**config.mk**
```make
export PLATFORM = sky130hd
export DESIGN_NAME = logic_unit_pipe
export DESIGN_NICKNAME = d
export VERILOG_FILES = /design/src/rtl/logic_unit_pipe.sv
export SDC_FILE = /design/constraint.sdc
export NUM_CORES = 1
export LEC_CHECK = 0
export CAP_MARGIN = 20
export CORE_ASPECT_RATIO = 0.8
export CORE_MARGIN = 2
export CORE_UTILIZATION = 35
export CTS_BUF_LIST = sky130_fd_sc_hd__clkbuf_8 sky130_fd_sc_hd__clkbuf_16
export CTS_CLUSTER_SIZE = 10
export DETAILED_ROUTE_END_ITERATION = 16
export PLACE_DENSITY = 0.61
export SYNTH_ARGS = -nofsm -noshare
export SYNTH_HDL_FRONTEND = slang
export SYNTH_SLANG_ARGS = --single-unit
```
**constraint.sdc**
```tcl
create_clock -name clk -period 6.93 [get_ports clk]
set_input_delay 2.079 -clock clk [delete_from_list [all_inputs] [get_ports clk]]
set_output_delay 2.079 -clock clk [all_outputs]
set_load 0.02 [all_outputs]
```
**src/rtl/logic_unit_pipe.sv**
```systemverilog
// Two-stage bitwise logic unit with valid/ready handshakes on both sides.
// A running accumulator lets each operation take the previous legal result as operand B.
module logic_unit_pipe #(
  parameter int WIDTH = 8
) (
  input  logic             clk,
  input  logic             rst_n,
  input  logic             in_valid,
  output logic             in_ready,
  input  logic [WIDTH-1:0] a,
  input  logic [WIDTH-1:0] b,
  input  logic [2:0]       op,
  input  logic             chain,
  output logic             out_valid,
  input  logic             out_ready,
  output logic [WIDTH-1:0] y,
  output logic             zero,
  output logic             parity,
  output logic             err
);

  localparam logic [2:0] OP_AND  = 3'b000;
  localparam logic [2:0] OP_OR   = 3'b001;
  localparam logic [2:0] OP_NOTA = 3'b010;
  localparam logic [2:0] OP_NOR  = 3'b011;
  localparam logic [2:0] OP_NAND = 3'b100;
  localparam logic [2:0] OP_XOR  = 3'b101;
  localparam logic [2:0] OP_XNOR = 3'b110;

  function automatic logic parity_of(input logic [WIDTH-1:0] v);
    return ^v;
  endfunction

  function automatic logic [WIDTH-1:0] bitwise_op(input logic [WIDTH-1:0] x,
                                                  input logic [WIDTH-1:0] z,
                                                  input logic [2:0]       sel);
    logic [WIDTH-1:0] r;
    case (sel)
      OP_AND:  r = x & z;
      OP_OR:   r = x | z;
      OP_NOTA: r = ~x;
      OP_NOR:  r = ~(x | z);
      OP_NAND: r = ~(x & z);
      OP_XOR:  r = x ^ z;
      OP_XNOR: r = ~(x ^ z);
      default: r = {WIDTH{1'b0}};
    endcase
    return r;
  endfunction

  logic             s1_valid_q, s1_valid_d;
  logic [WIDTH-1:0] s1_a_q, s1_a_d;
  logic [WIDTH-1:0] s1_b_q, s1_b_d;
  logic [2:0]       s1_op_q, s1_op_d;
  logic             s1_chain_q, s1_chain_d;
  logic             out_valid_q, out_valid_d;
  logic [WIDTH-1:0] y_q, y_d;
  logic             zero_q, zero_d;
  logic             parity_q, parity_d;
  logic             err_q, err_d;
  logic [WIDTH-1:0] acc_q, acc_d;

  logic             s1_advance_s;
  logic             accept_s;
  logic             illegal_s;
  logic [WIDTH-1:0] opb_s;
  logic [WIDTH-1:0] res_s;

  // Handshake decode and next-state for both stages and the accumulator.
  always_comb begin
    s1_advance_s = s1_valid_q && (!out_valid_q || out_ready);
    in_ready     = !s1_valid_q || s1_advance_s;
    accept_s     = in_valid && in_ready;
    illegal_s    = (s1_op_q == 3'b111);
    opb_s        = s1_chain_q ? acc_q : s1_b_q;
    res_s        = bitwise_op(s1_a_q, opb_s, s1_op_q);

    s1_valid_d  = s1_valid_q;
    s1_a_d      = s1_a_q;
    s1_b_d      = s1_b_q;
    s1_op_d     = s1_op_q;
    s1_chain_d  = s1_chain_q;
    out_valid_d = out_valid_q;
    y_d         = y_q;
    zero_d      = zero_q;
    parity_d    = parity_q;
    err_d       = err_q;
    acc_d       = acc_q;

    if (accept_s) begin
      s1_valid_d = 1'b1;
      s1_a_d     = a;
      s1_b_d     = b;
      s1_op_d    = op;
      s1_chain_d = chain;
    end else if (s1_advance_s) begin
      s1_valid_d = 1'b0;
    end else begin
      s1_valid_d = s1_valid_q;
    end

    // Illegal ops report a zero result with err set and leave acc untouched.
    if (s1_advance_s) begin
      out_valid_d = 1'b1;
      if (illegal_s) begin
        y_d      = {WIDTH{1'b0}};
        zero_d   = 1'b1;
        parity_d = 1'b0;
        err_d    = 1'b1;
      end else begin
        y_d      = res_s;
        zero_d   = (res_s == {WIDTH{1'b0}});
        parity_d = parity_of(res_s);
        err_d    = 1'b0;
        acc_d    = res_s;
      end
    end else if (out_valid_q && out_ready) begin
      out_valid_d = 1'b0;
    end else begin
      out_valid_d = out_valid_q;
    end
  end

  // Pipeline, result and accumulator registers.
  always_ff @(posedge clk or negedge rst_n) begin
    if (!rst_n) begin
      s1_valid_q  <= 1'b0;
      s1_a_q      <= {WIDTH{1'b0}};
      s1_b_q      <= {WIDTH{1'b0}};
      s1_op_q     <= 3'b000;
      s1_chain_q  <= 1'b0;
      out_valid_q <= 1'b0;
      y_q         <= {WIDTH{1'b0}};
      zero_q      <= 1'b0;
      parity_q    <= 1'b0;
      err_q       <= 1'b0;
      acc_q       <= {WIDTH{1'b0}};
    end else begin
      s1_valid_q  <= s1_valid_d;
      s1_a_q      <= s1_a_d;
      s1_b_q      <= s1_b_d;
      s1_op_q     <= s1_op_d;
      s1_chain_q  <= s1_chain_d;
      out_valid_q <= out_valid_d;
      y_q         <= y_d;
      zero_q      <= zero_d;
      parity_q    <= parity_d;
      err_q       <= err_d;
      acc_q       <= acc_d;
    end
  end

  assign out_valid = out_valid_q;
  assign y         = y_q;
  assign zero      = zero_q;
  assign parity    = parity_q;
  assign err       = err_q;

endmodule

```
# Word level (Yosys, flattened, before mapping)
# Cells that the tools add are included.
[word_totals]
reg_bits = 41
inputBits = 24
out_inout_bits = 13
word_cells = 49
[classes]
eq_ne = 7
mux = 10
n_bitwise = 8
n_reduce_logical = 13
[op_table]
columns = ["cell", "count"]
rows = [
  ["one-hot mux 8 bit (7 select lines)", 1],
  ["NOT 8 bit", 4],
  ["two-way mux 8 bit", 2],
  ["equality test 3 bit, second input constant", 4],
  ["AND 8 bit", 1],
  ["zero test 8 bit", 1],
  ["OR 8 bit", 1],
  ["XOR reduction 8 bit", 1],
  ["bitwise XOR 8 bit", 1],
  ["two-way mux 1 bit", 7],
  ["equality test 3 x 2 -> 1 bit, second input constant", 2],
  ["nonzero test 2 bit", 2],
  ["equality test 3 x 1 -> 1 bit, second input constant", 1],
  ["logical AND 1 bit", 3],
  ["zero test 3 bit", 1],
  ["zero test 1 bit", 2],
  ["logical OR 1 bit", 2],
  ["AND reduction 2 bit", 1],
  ["NOT 1 bit", 1],
]

# Longest topological paths before layout
[logic_depth]
depth_word = 6
depth_mapped = 13
ltp_nobuf = 12

# Worst setup path after synthesis
# Ideal clock, no wire load.
[synth_path]
path_type = "input to output"
startpoint = "input port out_ready"
endpoint = "output port in_ready"
arrival_ns = 2.362
required_ns = 4.851
slack_ns = 2.489
cell_stages = 1
path_buffers = 0
path_cell_list = "nand3b_1"
[synth_via]
elab_chain_len = 3
[synth_rtl]
columns = ["element", "line", "rtl"]
rows = [
  ["from (decl)", "15", "input logic out_ready,"],
  ["logical OR 1 bit", "71", "s1_advance_s = s1_valid_q && (!out_valid_q || out_ready);"],
  ["logical AND 1 bit", "71", ""],
  ["logical OR 1 bit", "72", "in_ready = !s1_valid_q || s1_advance_s;"],
  ["to (decl)", "9", "output logic in_ready,"],
]
# Every way passes these cells.

# Final worst setup path
# Same ends and word-level chain as after synthesis.

==> run summary <==
Crit. End Element: output pin
Synth Instances: 229
CTS tree: done
Final HPWL DP: 3450 um
Initial DRC Count: 71
Period minus WS final: 5370 ps
clk_lat worst skew: 300 ps
Tot Pwr: 916 uW
1st-pass router iterations: 4
Initial Utilization: 35.8%
Layout fillers: 663
crit path launch type: input pin
worst-path cell chain: clkdlybuf4s50_1, nand3b_1, clkdlybuf4s50_1
Layout Nets: 302
synthesized area per cell: 10.7 um2
crit path max fanout: 3
cts-stage hold buffer count: 0
combinational power share: 44.2%
first-pass GRT wire length: 8640 um
Switching Fraction: 36.8%
area of the multi-input gates: 1250 um2
initial antenna violation count: 0
root buf cell: clkbuf_8
port bufs: 36
hold path depth: 2
post-CTS resize count: 0
fmax: 186 MHz
drt drc: 0
GRT Util Overall: 13.9%
gr ovfl total: 0
worst path arrival time: 3290 ps
Die Ht: 78.7 um
CP Depth: 3
I/O pin total: 37
CTS Sinks: 41
status: finished, final reports clean
synthesized cell area: 2440 um2
P&R area growth vs syn: 19.2%
Flop pwr share: 39.2%
Final period util: 77.5%
# rows: 27
RSZ-0062 raised after global routing: no
Clock transition at path regs: 80 ps
max-slew violations: 0
sw power: 337 uW
GPL Wtd Cong: 0.761
Final setup viols: 0
layout cells sized above 1: 14.7%
Register Area: 1030 um2
Clock Tree Buf Depth: 2
Hold Violations, Final: 0
Rel. slew slack: 33.2%
Power Dens Cells: 315 nW/um2
total of max-cap violations: 0
full die area: 7660 um2
Crit path max-delay family: buffers and inverters
Setup Fix Bufs, Post-CTS: 0
sequential area share after synthesis: 42.0%
clock power share: 16.6%
Cell variety after synth: 33
worst hold path type: flip-flop to flip-flop
Worst-Margin Slew: 1000 ps
Req. time, crit path: 4850 ps
Avg WL per Cell: 13.9 um
final wirelength: 4830 um
Slowest Stage Delay on Critical Path: 610 ps
Layout Skew: 7.78 ps
Final ANT Viol Nets: 0
vias in the first global route: 1782
CP max stage cell: clkdlybuf4s50_1
CP bufs+invs: 2
Syn. warnings: 0
Crit Path Category: input pin to output pin
Core Footprint: 6820 um2
Setup TNS: 0 ps
# H-tree levels: 2
via/cell ratio: 5.00
Syn Nets: 273
Inserted Diodes: 0
Yosys reg bits: 41
Int Pwr: 579 uW
R2R cell count: 9
via count: 1731
CTS Buf Count: 5
largest net degree at the start of global routing: 42
Chip Width: 97.4 um
Leak: 0.00132 uW
maximum VDD drop: 105 uV
most frequent CP cell: clkdlybuf4s50_1
per-layer routing:
| metal | share of wire [%] | vias up | GRT usage [%] |
|---|---|---|---|
| met4 | 1.1 | 0 | 4.17 |
| li1 | - | 861 | - |
| met5 | 0 | - | 0 |
| met3 | 4.6 | 5 | 3.61 |
| met2 | 44 | 30 | 22.1 |
| met1 | 50 | 835 | 18.8 |
path summary, 6_finish.rpt:
check	startpoint	end	slack, ps
setup / recovery	out_ready	in_ready	1560
hold / removal	y[0]	y[0]	490
setup reg to reg	s1_op_q[1]	parity	4050
hold reg to reg	y[0]	y[0]	490
max in group asynchronous	rst_n	y[3]	4440
min in group asynchronous	rst_n	s1_b_q[7]	1920
sequential cells by signal (all words and copies together) (netlist names):
name / cells
parity: 1
err: 1
s1_valid_q: 1
acc_q: 8
s1_a_q: 8
s1_chain_q: 1
out_valid: 1
s1_op_q: 3
y: 8
s1_b_q: 8
zero: 1
cell usage in the layout (no fill, tap or decap), drive strengths merged:
cell           Yosys  final
nor2b              3      3
a21o               3      3
a31oi              1      1
buf                9      1
and2               1      1
o21a               1      1
clkdlybuf4s50      0     35
nand2b             5      5
inv               22     23
clkinv             0      2
xnor2              3      3
a22o               3      3
a2bb2oi            1      1
nand4              1      1
nand3b             2      2
mux2              24     24
o32ai              7      7
o21ai             16     16
a21oi             10     10
and2b              1      1
dfrtp             41     41
clkbuf             5      5
mux2i             13     13
nand2             18     18
nor2               5      5
ha                20     20
mux4               1      1
a211oi            12     12
xor2               1      1
cell usage after synthesis (all sizes together):
cell,instances,area (um2)
and2b,1,7.51
xnor2,3,26.3
mux2,24,270
nand4,1,6.26
nand2,18,67.6
nor2b,3,18.8
ha,20,250
a21oi,10,53.8
a2bb2oi,1,8.76
and2,1,6.26
o21ai,16,80.1
nand3b,2,15.0
inv,22,82.6
dfrtp,41,1030
a21o,3,22.5
xor2,1,8.76
nand2b,5,31.3
buf,9,60.1
clkbuf,5,18.8
a211oi,12,105
a22o,3,26.3
o21a,1,7.51
mux4,1,22.5
nor2,5,21.3
a31oi,1,6.26
o32ai,7,61.3
mux2i,13,130
cell type report:
type,count,area share [%]
Inverter,22,2.84
Tap cell,87,3.74
Clock buffer,5,2.37
Sequential cell,41,35.3
Clock inverter,3,0.473
Timing Repair Buffer,36,12.2
Multi-Input combinational cell,152,43.1
through the flow:
step                      hold WS (ps)  util, %  instance area, um2  instances  setup slack (ps)
final                              486     42.6                2910        346              1560
after global routing               516     42.6                2910        346              1500
after CTS                          490     42.6                2910        346              1550
after detailed placement           471     41.4                2830        338              1560
after global placement             464     41.4                2830        338              1570
after floorplan                    449        -                2440        229              2490
cell families (layout without fill, tap and decap cells):
group / after synthesis / count (layout) / share of synthesized area (%)
simple gates: 36 / 36 / 7.12
fa+ha+maj: 20 / 20 / 10.3
compound gates: 54 / 54 / 15.2
mux: 38 / 38 / 17.3
buf+inv: 36 / 66 / 6.61
xor+xnor: 4 / 4 / 1.44
flops: 41 / 41 / 42.0
worst register-to-register path, delay by kind of cell, from the launching register on:
family / cells / cell delay (ps)
DFF: 1 / 1000
and+or+nand+nor: 1 / 450
xor gates and xnor gates: 2 / 320
adders and majority gates: 1 / 320
AOI/OAI and AO/OA: 4 / 590
buffers and inverters: 1 / 80
power by group through the flow:
stage	clock network (uW)	logic (uW)	registers, uW
2_1_floorplan	0	283	365
3_5_place_dp	0	411	365
6_report	152	405	359
4_1_cts	161	413	359
5_1_grt	170	464	369
3_3_place_gp	0	401	361
No activity file was read; power rests on OpenSTA's default activity.
